===== src/rtl/udp_filter_multi_if.sv =====
// Stream bundle for udp_filter_multi: the incoming frame beat stream and the
// speculative FIFO write port. Signal names carry the direction as seen from
// the filter (slave side); the master side is the frame source / FIFO owner.
interface udp_filter_multi_if #(
    parameter int DATA_WIDTH = 64
);
    logic [DATA_WIDTH-1:0] frame_data_i;
    logic                  frame_data_valid_i;
    logic                  frame_last_i;
    logic                  frame_ready_o;
    logic                  fifo_full_i;
    logic                  fifo_wr_en_o;
    logic [DATA_WIDTH-1:0] fifo_data_o;
    logic                  fifo_last_o;

    modport slave (
        input  frame_data_i, frame_data_valid_i, frame_last_i, fifo_full_i,
        output frame_ready_o, fifo_wr_en_o, fifo_data_o, fifo_last_o
    );

    modport master (
        output frame_data_i, frame_data_valid_i, frame_last_i, fifo_full_i,
        input  frame_ready_o, fifo_wr_en_o, fifo_data_o, fifo_last_o
    );
endinterface


===== src/rtl/udp_filter_multi.sv =====
// udp_filter_multi: streams Ethernet frames into a downstream FIFO
// speculatively and, once the IPv4/UDP header has been seen, either commits
// the frame (frame_valid_o + match_idx_o) or asks the FIFO to rewind it
// (frame_drop_o). Frames arriving with en_i low are consumed silently.
// Optional build macro UDP_FILTER_MULTI_STATS_EN adds saturating
// pass/drop frame counters.
module udp_filter_multi #(
    parameter int DATA_WIDTH = 64,
    parameter int ADDR_NUM   = 4
) (
    input  logic                        clk_i,
    input  logic                        s_rst_i,
    input  logic                        en_i,
    input  logic [ADDR_NUM*48-1:0]      addr_table_i,
    input  logic [ADDR_NUM-1:0]         entry_en_i,
    udp_filter_multi_if.slave           bus,
    output logic                        frame_valid_o,
    output logic                        frame_drop_o,
    output logic [$clog2(ADDR_NUM)-1:0] match_idx_o
`ifdef UDP_FILTER_MULTI_STATS_EN
    ,
    output logic [31:0]                 pass_cnt_o,
    output logic [31:0]                 drop_cnt_o
`endif
);
    localparam int BYTES     = DATA_WIDTH / 8;
    localparam int HDR_BYTES = 38;               // bytes 0..37 cover every field we inspect
    localparam int IDX_W     = $clog2(ADDR_NUM);
    localparam logic [2:0] VERDICT_BEAT = 3'(37 / BYTES);

    localparam logic [2:0] S_IDLE = 3'd0;
    localparam logic [2:0] S_HDR  = 3'd1;
    localparam logic [2:0] S_PASS = 3'd2;
    localparam logic [2:0] S_DROP = 3'd3;
    localparam logic [2:0] S_SKIP = 3'd4;

    logic [2:0]            state_q, state_d;
    logic [2:0]            beat_q, beat_d;       // beat index within the header, 0 while idle
    logic                  wr_en_q, wr_en_d;
    logic [DATA_WIDTH-1:0] data_q, data_d;
    logic                  last_q, last_d;
    logic                  valid_q, valid_d;
    logic                  drop_q, drop_d;
    logic [IDX_W-1:0]      idx_q, idx_d;

    logic [7:0]            hdr_q [HDR_BYTES];
    logic [7:0]            hdr_v [HDR_BYTES];
    logic                  ready;
    logic                  accept;
    logic                  fixed_ok;
    logic [31:0]           dst_ip;
    logic [15:0]           dst_port;
    logic                  hit;
    logic [IDX_W-1:0]      hit_idx;
    logic                  match;

    // Dropped and skipped frames never reach the FIFO, so they ignore back-pressure.
    assign ready  = (state_q == S_DROP || state_q == S_SKIP) ? 1'b1 : !bus.fifo_full_i;
    assign accept = bus.frame_data_valid_i && ready;

    // Capture header bytes as their beat goes by; the verdict beat is read live.
    // NOTE: hdr_q is pure datapath and is only read after being written in the
    // same frame, so it carries no reset and can map onto plain flops/RAM.
    always_ff @(posedge clk_i) begin
        for (int b = 0; b < HDR_BYTES; b++) begin
            if (accept && (state_q == S_IDLE || state_q == S_HDR) && beat_q == 3'(b / BYTES))
                hdr_q[b] <= bus.frame_data_i[(b % BYTES)*8 +: 8];
        end
    end

    // Header view at the verdict beat: earlier beats from storage, this beat from the bus.
    always_comb begin
        for (int b = 0; b < HDR_BYTES; b++) begin
            if (3'(b / BYTES) == VERDICT_BEAT) hdr_v[b] = bus.frame_data_i[(b % BYTES)*8 +: 8];
            else                               hdr_v[b] = hdr_q[b];
        end
    end

    assign fixed_ok = hdr_v[12] == 8'h08 && hdr_v[13] == 8'h00 &&
                      hdr_v[14] == 8'h45 && hdr_v[23] == 8'h11;
    assign dst_ip   = {hdr_v[30], hdr_v[31], hdr_v[32], hdr_v[33]};
    assign dst_port = {hdr_v[36], hdr_v[37]};

    // Table lookup: scan downwards so the lowest matching entry is the one left standing.
    always_comb begin
        hit     = 1'b0;
        hit_idx = '0;
        for (int k = ADDR_NUM - 1; k >= 0; k--) begin
            if (entry_en_i[k] && addr_table_i[48*k+16 +: 32] == dst_ip &&
                (addr_table_i[48*k +: 16] == 16'd0 || addr_table_i[48*k +: 16] == dst_port)) begin
                hit     = 1'b1;
                hit_idx = IDX_W'(k);
            end
        end
    end
    assign match = hit && fixed_ok;

    // Next-state and registered-output decode for each accepted beat.
    // NOTE: every signal written here gets a default first, so no path can
    // leave one unassigned and infer a latch.
    always_comb begin
        state_d = state_q;
        beat_d  = beat_q;
        wr_en_d = 1'b0;
        data_d  = data_q;
        last_d  = 1'b0;
        valid_d = 1'b0;
        drop_d  = 1'b0;
        idx_d   = idx_q;
        if (accept) begin
            case (state_q)
                S_IDLE: begin
                    if (en_i) begin
                        wr_en_d = 1'b1;
                        data_d  = bus.frame_data_i;
                        last_d  = bus.frame_last_i;
                        if (bus.frame_last_i) drop_d = 1'b1;   // single-beat runt
                        else begin
                            state_d = S_HDR;
                            beat_d  = 3'd1;
                        end
                    end else if (!bus.frame_last_i) begin
                        state_d = S_SKIP;
                    end
                end
                S_HDR: begin
                    wr_en_d = 1'b1;
                    data_d  = bus.frame_data_i;
                    last_d  = bus.frame_last_i;
                    if (beat_q == VERDICT_BEAT) begin
                        beat_d = 3'd0;
                        if (match) begin
                            idx_d = hit_idx;
                            if (bus.frame_last_i) begin
                                valid_d = 1'b1;
                                state_d = S_IDLE;
                            end else begin
                                state_d = S_PASS;
                            end
                        end else if (bus.frame_last_i) begin
                            drop_d  = 1'b1;
                            state_d = S_IDLE;
                        end else begin
                            state_d = S_DROP;
                        end
                    end else if (bus.frame_last_i) begin
                        drop_d  = 1'b1;                        // runt: ended before the verdict beat
                        beat_d  = 3'd0;
                        state_d = S_IDLE;
                    end else begin
                        beat_d = beat_q + 3'd1;
                    end
                end
                S_PASS: begin
                    wr_en_d = 1'b1;
                    data_d  = bus.frame_data_i;
                    last_d  = bus.frame_last_i;
                    if (bus.frame_last_i) begin
                        valid_d = 1'b1;
                        state_d = S_IDLE;
                    end
                end
                S_DROP: begin
                    if (bus.frame_last_i) begin
                        drop_d  = 1'b1;
                        state_d = S_IDLE;
                    end
                end
                S_SKIP: begin
                    if (bus.frame_last_i) state_d = S_IDLE;
                end
                default: state_d = S_IDLE;
            endcase
        end
    end

    // State and output registers.
    // NOTE: clocked state uses non-blocking assignments so every register
    // samples the pre-edge values, independent of statement order.
    always_ff @(posedge clk_i) begin
        if (s_rst_i) begin
            state_q <= S_IDLE;
            beat_q  <= 3'd0;
            wr_en_q <= 1'b0;
            data_q  <= '0;
            last_q  <= 1'b0;
            valid_q <= 1'b0;
            drop_q  <= 1'b0;
            idx_q   <= '0;
        end else begin
            state_q <= state_d;
            beat_q  <= beat_d;
            wr_en_q <= wr_en_d;
            data_q  <= data_d;
            last_q  <= last_d;
            valid_q <= valid_d;
            drop_q  <= drop_d;
            idx_q   <= idx_d;
        end
    end

    assign bus.frame_ready_o = ready;
    assign bus.fifo_wr_en_o  = wr_en_q;
    assign bus.fifo_data_o   = data_q;
    assign bus.fifo_last_o   = last_q;
    assign frame_valid_o     = valid_q;
    assign frame_drop_o      = drop_q;
    assign match_idx_o       = idx_q;

`ifdef UDP_FILTER_MULTI_STATS_EN
    logic [31:0] pass_cnt_q, drop_cnt_q;
    logic        skip_done;
    logic [32:0] drop_sum;

    // A disabled frame ends when its last beat is taken in IDLE or SKIP.
    assign skip_done = accept && bus.frame_last_i &&
                       (state_q == S_SKIP || (state_q == S_IDLE && !en_i));
    // A drop pulse and a skipped-frame end can land in the same cycle.
    assign drop_sum  = {1'b0, drop_cnt_q} + 33'(drop_q) + 33'(skip_done);

    // Saturating frame counters.
    always_ff @(posedge clk_i) begin
        if (s_rst_i) begin
            pass_cnt_q <= '0;
            drop_cnt_q <= '0;
        end else begin
            if (valid_q && pass_cnt_q != 32'hFFFF_FFFF) pass_cnt_q <= pass_cnt_q + 32'd1;
            drop_cnt_q <= drop_sum[32] ? 32'hFFFF_FFFF : drop_sum[31:0];
        end
    end

    assign pass_cnt_o = pass_cnt_q;
    assign drop_cnt_o = drop_cnt_q;
`endif
endmodule


===== src/flat_wrapper.sv =====
// flat-port wrapper written by rule: the top's interface ports become plain ports
module udp_filter_multi_flat 
#(
    parameter int DATA_WIDTH = 64,
    parameter int ADDR_NUM   = 4
)
  (clk_i, s_rst_i, en_i, addr_table_i, entry_en_i, frame_valid_o, frame_drop_o, match_idx_o, bus_frame_data_i, bus_frame_data_valid_i, bus_frame_last_i, bus_fifo_full_i, bus_frame_ready_o, bus_fifo_wr_en_o, bus_fifo_data_o, bus_fifo_last_o);
  udp_filter_multi_if #(.DATA_WIDTH(DATA_WIDTH)) bus_i ();
  input  logic clk_i;
  input  logic s_rst_i;
  input  logic en_i;
  input  logic [ADDR_NUM*48-1:0] addr_table_i;
  input  logic [ADDR_NUM-1:0] entry_en_i;
  output logic frame_valid_o;
  output logic frame_drop_o;
  output logic [$clog2(ADDR_NUM)-1:0] match_idx_o;
  input wire logic [$bits(bus_i.frame_data_i)-1:0] bus_frame_data_i;
  input wire logic [$bits(bus_i.frame_data_valid_i)-1:0] bus_frame_data_valid_i;
  input wire logic [$bits(bus_i.frame_last_i)-1:0] bus_frame_last_i;
  input wire logic [$bits(bus_i.fifo_full_i)-1:0] bus_fifo_full_i;
  output wire logic [$bits(bus_i.frame_ready_o)-1:0] bus_frame_ready_o;
  output wire logic [$bits(bus_i.fifo_wr_en_o)-1:0] bus_fifo_wr_en_o;
  output wire logic [$bits(bus_i.fifo_data_o)-1:0] bus_fifo_data_o;
  output wire logic [$bits(bus_i.fifo_last_o)-1:0] bus_fifo_last_o;
  assign bus_i.frame_data_i = bus_frame_data_i;
  assign bus_i.frame_data_valid_i = bus_frame_data_valid_i;
  assign bus_i.frame_last_i = bus_frame_last_i;
  assign bus_i.fifo_full_i = bus_fifo_full_i;
  assign bus_frame_ready_o = bus_i.frame_ready_o;
  assign bus_fifo_wr_en_o = bus_i.fifo_wr_en_o;
  assign bus_fifo_data_o = bus_i.fifo_data_o;
  assign bus_fifo_last_o = bus_i.fifo_last_o;
  udp_filter_multi #(.DATA_WIDTH(DATA_WIDTH), .ADDR_NUM(ADDR_NUM)) u_core (.clk_i(clk_i), .s_rst_i(s_rst_i), .en_i(en_i), .addr_table_i(addr_table_i), .entry_en_i(entry_en_i), .bus(bus_i), .frame_valid_o(frame_valid_o), .frame_drop_o(frame_drop_o), .match_idx_o(match_idx_o));
endmodule

===== config.mk =====
export PLATFORM = sky130hd
export DESIGN_NAME = udp_filter_multi_flat
export DESIGN_NICKNAME = d
export VERILOG_FILES = /design/src/rtl/udp_filter_multi_if.sv /design/src/rtl/udp_filter_multi.sv /design/src/flat_wrapper.sv
export SDC_FILE = /design/constraint.sdc
export NUM_CORES = 1
export LEC_CHECK = 0
export BUFFER_PORTS_ARGS = -buffer_cell sky130_fd_sc_hd__buf_2
export CELL_PAD_IN_SITES_DETAIL_PLACEMENT = 1
export CELL_PAD_IN_SITES_GLOBAL_PLACEMENT = 1
export CORE_MARGIN = 10
export CORE_UTILIZATION = 36
export DETAILED_ROUTE_END_ITERATION = 10
export GPL_ROUTABILITY_DRIVEN = 0
export PLACE_DENSITY = 0.92
export SLEW_MARGIN = 15
export SYNTH_ARGS = -nofsm -noshare
export SYNTH_HDL_FRONTEND = slang
export SYNTH_SLANG_ARGS = --single-unit

===== constraint.sdc =====
create_clock -name clk_i -period 4.98 [get_ports clk_i]
set_input_delay 0.498 -clock clk_i [delete_from_list [all_inputs] [get_ports clk_i]]
set_output_delay 0.498 -clock clk_i [all_outputs]
set_load 0.01 [all_outputs]

# Word-level counts from Yosys, hierarchy flattened

Memory sizes are Yosys's and may differ from the RTL's.
Index checks and enable logic that the tools add are counted.

Logic and storage cells: 240
Bits in writable memories: 304
Memories kept: 1
Latch bits: 0
Flip-flop bits (word level): 76
Bits of input ports: 266
Bits in read-only memories: 0

Equal/unequal tests: 21
Div/mod/pow operators: 0
Add/subtract/negate cells: 1
Reduce and logical (&&, ||, !) cells: 72
Magnitude comparators: 0
Multipliers: 0
Bitwise logic cells: 1
Shift-type cells: 0
Mux-type cells: 136

Memory list:

| memory       | depth | width | rd ports | clocked after memory_dff | wr ports | RTL line               | RTL |
|---|---|---|---|---|---|---|---|
| u_core.hdr_q | 38    | 8     | 6        | 0                        | 8        | udp_filter_multi.sv:46 | `logic [7:0] hdr_q [HDR_BYTES];` |

Operators by type and width:

| kind                 | number |
|---|---|
| $mux W8              | 30 |
| $reduce_or A8 Y1     | 30 |
| $mux W6              | 30 |
| $eq A32 B32 Y1       | 4 |
| $pmux W64 S2         | 1 |
| $eq A16 B16 Y1       | 4 |
| $logic_not A16 Y1    | 4 |
| $mux W64             | 1 |
| $mux W1              | 53 |
| $mux W3              | 9 |
| $logic_and A1 B1 Y1  | 19 |
| $eq A3 B2 Y1 const B | 4 |
| $mux W2              | 6 |
| $pmux W3 S3          | 1 |
| $eq A8 B4 Y1 const B | 1 |
| $eq A8 B5 Y1 const B | 1 |
| $eq A8 B7 Y1 const B | 1 |
| $logic_not A8 Y1     | 1 |
| $reduce_and A4 Y1    | 2 |
| $eq A3 B1 Y1 const B | 2 |
| $eq A3 B3 Y1 const B | 2 |
| $logic_not A3 Y1     | 2 |
| $logic_or A1 B1 Y1   | 6 |
| $pmux W1 S2          | 3 |
| other kinds (11)     | 14 |

# Depth between registers and ports, before layout

Gate-level depths: netlist (run 1).

Word-level depth: 13
Mapped depth: 8
Depth with buffers taken out: 8

# Worst setup path before layout (run 1)

Ideal clock, no wire load.

Path kind: in2reg
Start: input bus_frame_data_i[40]
End: register u_core.idx_q[0] (netlist: u_core.match_idx_o[0])
Required time: 4.913 ns
Arrival time: 2.214 ns
Path slack: 2.699 ns
Path buffers: 1
Cell stages on the path: 8
Path through: buf_2 xor2_1 nor4_1 nand4_1 a2111oi_1 o41ai_1 a211o_1 a21oi_2

Word-level cells in the longest chain between the ends: 9
Elaborated cells between the ends (all ways): 22
Classes of those cells: eq/ne: 4; mux: 8; reduce/logical: 10

Ends and longest elaborated chain:

| what                               | RTL line                | RTL |
|---|---|---|
| from (decl)                        | flat_wrapper.sv:17      | `input wire logic [$bits(bus_i.frame_data_i)-1:0] bus_frame_data_i;` |
| $eq A16 B16 Y1                     | udp_filter_multi.sv:90  | `(addr_table_i[48*k +: 16] == 16'd0 \|\| addr_table_i[48*k +: 16] == dst_port)) begin` |
| $logic_or A1 B1 Y1                 | udp_filter_multi.sv:90  |  |
| $logic_and A1 B1 Y1                | udp_filter_multi.sv:89  | `if (entry_en_i[k] && addr_table_i[48*k+16 +: 32] == dst_ip &&` |
| $mux W1 (4 in a row)               | udp_filter_multi.sv:89  |  |
| $logic_and A1 B1 Y1                | udp_filter_multi.sv:96  | `assign match = hit && fixed_ok;` |
| $reduce_and A4 Y1 (no source line) | --                      |  |
| to (signal assigned)               | udp_filter_multi.sv:198 | `idx_q <= idx_d;` |
| to (decl)                          | udp_filter_multi.sv:44  | `logic [IDX_W-1:0] idx_q, idx_d;` |

Parallel ways exist; a longest one is shown, timed or not.
A chain may end at the register's enable or synchronous reset.

==> metrics.yaml, run 1 <==
worst_pin_slew_ps: 1120
firstDrtPassIters: 6
slowest_stage: "a2111oi_1"
dp_cells: 1285
endpoint_kind: "flip-flop"
synth.distinct_cells: 44
async_reset_ff_share_pct: 0
post-cts-setup-buffer-count: 0
grt_pass1_vias: 7777
yosys.area_share.simple_pct: 18.3
synth-xor-area-share_pct: 24.3
clkTransAtPathRegs_ps: 60
muxShareOfSynthArea_pct: 0.145
syn_area_um2: 6920
synthCells: 743
ios: 337
grt_pass1_wl_um: 46000
hold_buffers: 0
fin_cells: 1323
cts.sinks: 124
wirelength_um: 32800
yosys_warnings: 0
grt_usage_pct: 24.9
dpl_cell_area_um2: 8640
synth_edf_count: 48
viasPerCell: 5.24
die_area_um2: 25200
die_h_um: 159
final_cell_mix: "336 x buf_2, 188 x xor2_1, 134 x nand2_1"
drt_first_iter_violations: 435
area_growth_pct: 33.4
worstPathArrival_ps: 3310
max_cap_viol_count: 0
layout_min_cycle_time_ps: 2970
vdd_drop_max_uv: 184
cts_resized: 0
n_fill_cell: 2255
dr_total_vias: 6928
p_per_area_nw_per_um2: 293
synth-seq-cells: 124
antenna_found_initial: 7
htreeDepth: 4
post_drt_wl_per_cell_um: 24.8
r2r_start: "u_core.hdr_q[30][6]"
drc: 0
syn-mean-instance-area_um2: 9.31
die_width_um: 159
design_area_um2: 9230
reg2reg_slack_ps: 2010
start_kind: "flip-flop"
min_from: "bus_frame_data_i[60]"
yosysSeqAreaShare_pct: 42.8
synth_top_family_by_area: "XOR/XNOR gates"
clock_path_buffers: 2
whs_endpoint: "u_core.hdr_q[23][4]"
drive_above_1_share_pct: 35.8
hold_violations: 0
cp_max_fo: 4
rsz0062_at_grt: "false"
synthesis.nets: 1014
whs_path_depth: 1
rr_endpoint: "u_core.match_idx_o[0]"
outcome: "completed"
dp_slack_ps: 1990
leakagePower_nw: 3.95
postRouteAntennaNets: 0
fin_ws_ps: 2010
finClkSkew_ps: 9.61
cp_slowest_stage_delay_ps: 620
clockRootBuffer: "clkbuf_16"
period_share_pct: 59.6
crit_chain: "xor2_1 -> nor4_1 -> nand4_1 -> a2111oi_1 -> o41ai_1 -> a211o_1 -> a21oi_2"
start_util_pct: 36.8
hold_class: "in2reg"
slew-limit-headroom_pct: 25.0
r2r.worst_path.cells: 7
fmax_ghz: 0.337
grt_overflow: 0
finish.utilization_pct: 49.0
hpwl_um: 26100
required_ps: 5330
cts_tree: "yes"
synth_compound_area_share_pct: 8.53
clock_latency_ps: 420
crit_type: "reg2reg"
grt_max_degree: 51
layout_commonest_cell: "buf_2"
cts_buffers: 17
rows: 50
fin_nets: 1315
setup_violations: 0
finalMaxSlewViolations: 0
tns_ps: 0
synth_flop_cell: "dfxtp_1"
synthAdderAreaFrac_pct: 0.904
coreArea_um2: 18800
portBuffers: 336
==> registers in the layout, summed over array words and instances (netlist names) <==
name,count
u_core.beat_q,3
u_core.bus.fifo_data_o,64
u_core.bus.fifo_last_o,1
u_core.bus.fifo_wr_en_o,1
u_core.frame_drop_o,1
u_core.frame_valid_o,1
u_core.hdr_q,48
u_core.match_idx_o,2
u_core.state_q,3
==> cell families (layout without fill, tap and decap cells) <==
logic type	after synthesis	after routing
xor gates and xnor gates	192	192
AOI/OAI and AO/OA	99	99
buffers and inverters	65	379
other	0	6
muxes	1	1
adders and majority gates	5	5
DFF	124	124
and+or+nand+nor	257	257
==> layer usage <==
metal | track usage [%] | part of all wire (%) | vias to the layer above
met1 | 25.7 | 36 | 3278
li1 | - | - | 3181
met4 | 15.2 | 5.3 | 2
met2 | 43.6 | 50 | 353
met5 | 0 | 0.034 | -
met3 | 7.31 | 8.0 | 114
==> synthesized netlist by cell type (4+ instances only) <==
library cell	count	area share, %
buf_1	4	0.22
nor3_1	6	0.43
nor4b_1	4	0.51
inv_1	7	0.38
nor2_1	8	0.43
a2111oi_1	5	0.72
nand3_1	9	0.65
nand4_1	15	1.4
edfxtp_1	48	21
xnor2_1	4	0.51
nand2_1	134	7.3
buf_6	11	1.8
ha_1	5	0.90
a211oi_1	5	0.54
a21oi_1	72	5.2
xor2_1	188	24
nor4_1	63	5.7
buf_2	17	1.2
clkbuf_1	26	1.4
dfxtp_1	76	22
==> worst max path at each step <==
| stage | start | end | slack (ps) | depth (start not counted) |
|---|---|---|---|---|
| after floorplan | bus_frame_data_i[40] | u_core.match_idx_o[0] | 2700 | 8 |
| after global placement | bus_frame_data_i[12] | u_core.frame_valid_o | 1970 | 8 |
| after detailed placement | bus_frame_data_i[12] | u_core.match_idx_o[0] | 1990 | 8 |
| after CTS | u_core.hdr_q[30][6] | u_core.match_idx_o[0] | 2030 | 7 |
| after global routing | u_core.hdr_q[30][4] | u_core.match_idx_o[0] | 1760 | 7 |
| final | u_core.hdr_q[30][6] | u_core.match_idx_o[0] | 2010 | 7 |
==> critical path, delay by kind of cell, from the launching register on <==
family / cells / cell delay [ps]
AOI/OAI and AO/OA: 4 / 1240
and+or+nand+nor: 2 / 820
DFF: 1 / 600
xor gates and xnor gates: 1 / 240
==> power breakdown <==
group | switching (W) | leakage [nW] | total [W] | internal, W
combinational | 0.000238 | 2.63 | 0.000406 | 0.000168
sequential | 0.0000125 | 1.05 | 0.00109 | 0.00107
clock | 0.000511 | 0.273 | 0.00122 | 0.000704
==> metrics by stage <==
step           hold slack, ps  power, W
6_report                  294   0.00271
2_1_floorplan             470   0.00130
4_1_cts                   285   0.00273
3_3_place_gp              439   0.00149
3_5_place_dp              445   0.00151
5_1_grt                   285   0.00281
==> layout make-up <==
cell class	instances	area [µm²]	share of cell area, %
clock inverter	15	155	1.68
clock buffer	17	425	4.61
timing repair buffer	340	1710	18.5
tap	260	325	3.52
sequential	124	2960	32.1
multi-input combinational	554	3610	39.1
inverter	7	26.3	0.285
antenna	6	15.0	0.163
Power figures use the tool's default switching activity.
==> inputs of run 2 (changes only) <==
--- a/config.mk
+++ b/config.mk
@@ -9,10 +9,10 @@
 export CELL_PAD_IN_SITES_DETAIL_PLACEMENT = 1
 export CELL_PAD_IN_SITES_GLOBAL_PLACEMENT = 1
 export CORE_MARGIN = 10
-export CORE_UTILIZATION = 36
+export CORE_UTILIZATION = 34
 export DETAILED_ROUTE_END_ITERATION = 10
 export GPL_ROUTABILITY_DRIVEN = 0
-export PLACE_DENSITY = 0.92
+export PLACE_DENSITY = 0.88
 export SLEW_MARGIN = 15
 export SYNTH_ARGS = -nofsm -noshare
 export SYNTH_HDL_FRONTEND = slang
==> constraint.sdc (replaced) <==
create_clock -name clk_i -period 2.75 [get_ports clk_i]
set_input_delay 0.275 -clock clk_i [delete_from_list [all_inputs] [get_ports clk_i]]
set_output_delay 0.275 -clock clk_i [all_outputs]
set_load 0.01 [all_outputs]
==> run 2 against run 1 <==
- total power grew 78%
- largest power group unchanged
- setup slack lost 2000 ps
- global-route usage shrank 1.6 points
- critical endpoint unchanged
- clock-buffer cell count grew 2
==> metrics.yaml, run 2 (same netlist as run 1, synthesis figures left out) <==
endpoint_kind: "flip-flop"  # unchanged
slowest_stage: "edfxtp_1"  # was a2111oi_1
period_share_pct: 98.4  # was 59.6%
cp_slowest_stage_delay_ps: 540  # was 620 ps
max_cap_viol_count: 0  # unchanged
crit_family: "compound AO/OA/AOI/OAI gates"  # unchanged
whs_endpoint: "u_core.hdr_q[31][6]"  # was u_core.hdr_q[23][4]
drt_first_iter_violations: 484  # was 435
hpwl_um: 26600  # was 26100 µm
rr_endpoint: "u_core.match_idx_o[0]"  # unchanged
dp_cells: 1301  # was 1285
die_h_um: 163  # was 159 µm
viasPerCell: 5.18  # was 5.24
layout_commonest_cell: "buf_2"  # unchanged
finalMaxSlewViolations: 0  # unchanged
post_drt_wl_per_cell_um: 24.4  # was 24.8 µm
r2r.worst_path.cells: 7  # unchanged
postRouteAntennaNets: 0  # unchanged
required_ps: 3090  # was 5330 ps
firstDrtPassIters: 4  # was 6
worst_pin_slew_ps: 830  # was 1120 ps
start_kind: "flip-flop"  # unchanged
grt_pass1_wl_um: 46600  # was 46000 µm
grt_pass1_vias: 7562  # was 7777
dp_slack_ps: -83.9  # was 1990 ps
grt_max_degree: 51  # unchanged
crit_chain: "xor2_1 -> nor4_1 -> nand4_1 -> a2111oi_2 -> o41ai_1 -> a211o_1 -> a21oi_2"  # was xor2_1 -> nor4_1 -> nand4_1 -> a2111oi_1 -> o41ai_1 -> a211o_1 -> a21oi_2
wirelength_um: 32700  # was 32800 µm
portBuffers: 336  # unchanged
drc: 0  # unchanged
clock_latency_ps: 420  # about the same
hold_violations: 0  # unchanged
clock_path_buffers: 2  # unchanged
vdd_drop_max_uv: 383  # was 184 µV
die_area_um2: 26500  # was 25200 µm²
ios: 337  # unchanged
clkTransAtPathRegs_ps: 60  # about the same
worstPathArrival_ps: 3040  # was 3310 ps
start_util_pct: 34.4  # was 36.8%
final_cell_mix: "336 x buf_2, 188 x xor2_1, 134 x nand2_1"  # unchanged
coreArea_um2: 20100  # was 18800 µm²
crit_type: "reg2reg"  # unchanged
drive_above_1_share_pct: 36.7  # was 35.8%
rows: 52  # was 50
cts.sinks: 124  # unchanged
largest_reg_flops: 64  # unchanged
slew-limit-headroom_pct: 44.4  # was 25.0%
cp_num_buf_inv: 0  # unchanged
htreeDepth: 4  # unchanged
hold_class: "in2reg"  # unchanged
whs_path_depth: 1  # unchanged
p_per_area_nw_per_um2: 516  # was 293 nW/µm²
fin_nets: 1323  # was 1315
leakagePower_nw: 3.99  # was 3.95 nW
outcome: "completed"  # unchanged
cts_buffers: 17  # unchanged
die_width_um: 163  # was 159 µm
r2r_start: "u_core.hdr_q[31][0]"  # was u_core.hdr_q[30][6]
reg2reg_slack_ps: 40  # was 2010 ps
min_from: "bus_frame_data_i[62]"  # was bus_frame_data_i[60]
cts_tree: "yes"  # unchanged
clockRootBuffer: "clkbuf_16"  # unchanged
antenna_found_initial: 9  # was 7
fin_ws_ps: 45.0  # was 2010 ps
fin_cells: 1342  # was 1323
finClkSkew_ps: 11.8  # was 9.61 ps
grt_usage_pct: 23.3  # was 24.9%
grt_overflow: 0  # unchanged
fmax_ghz: 0.370  # was 0.337 GHz
layout_min_cycle_time_ps: 2710  # was 2970 ps
dr_total_vias: 6946  # was 6928
setup_violations: 0  # unchanged
finalPower_w: 0.00482  # was 0.00271 W
cp_max_fo: 4  # unchanged
area_growth_pct: 35.0  # was 33.4%
-- run 2: cell types whose count changed in the layout (fill, tap and decap cells not counted), moves of 3 or more --
cell,previous run,this run
inv_6,5,2
buf_4,4,10
clkinv_2,0,3
a2111oi_1,5,1
inv_8,3,0
a2111oi_2,1,6
-- run 2: where the power goes --
| group | switching (W) | internal [W] |
|---|---|---|
| Combinational | 0.000436 | 0.000312 |
| Clock | 0.000857 | 0.00125 |
| Sequential | 0.0000200 | 0.00195 |
-- run 2: routing by layer --
metal | share of wire, % | vias to the layer above | global-route usage [%]
met4 | 4.9 | 2 | 11.6
met3 | 7.6 | 98 | 6.60
met5 | 0.034 | - | 0
met2 | 50 | 316 | 40.8
met1 | 38 | 3328 | 25.2
li1 | - | 3202 | -
-- run 2: worst max path at each step --
| stage | from | to | slack (ps) | cells past startpoint |
|---|---|---|---|---|
| 4_1_cts | u_core.hdr_q[31][5] | u_core.match_idx_o[0] | 20 | 7 |
| 5_1_grt | u_core.hdr_q[31][0] | u_core.match_idx_o[0] | -130 | 7 |
| 3_3_place_gp | u_core.hdr_q[31][5] | u_core.frame_valid_o | 70 | 7 |
| 6_report | u_core.hdr_q[31][0] | u_core.match_idx_o[0] | 40 | 7 |
| 3_5_place_dp | u_core.hdr_q[31][5] | u_core.match_idx_o[0] | -80 | 7 |
| 2_1_floorplan | u_core.hdr_q[31][5] | u_core.match_idx_o[0] | 640 | 7 |
-- run 2: cell type report --
cell class / instances / area, µm²
repair buffers: 348 / 1800
fillers: 2445 / 10800
well taps: 270 / 338
clock buffers: 19 / 433
multi-input cells: 554 / 3650
flip-flops and latches: 124 / 2960
diodes: 7 / 17.5
clock inverters: 13 / 119
inverters: 7 / 26.3
-- run 2: per-stage QoR --
step           TNS (ps)  area, µm²  utilization (%)  hold slack (ps)
2_1_floorplan         0       6920                -              374
3_3_place_gp          0       8720             43.4              439
3_5_place_dp       -133       8720             43.4              446
4_1_cts               0       9280             46.1             65.5
5_1_grt            -254       9340             46.5             73.6
6_report              0       9340             46.5             86.4
-- run 2: what timing repair did --
action | CTS | global route
setup buffers | 0 | 2
hold buffers | 0 | 0
endpoints found under the setup margin | 2 | 2
pin swaps | 0 | 1
resized for setup | 1 | 7
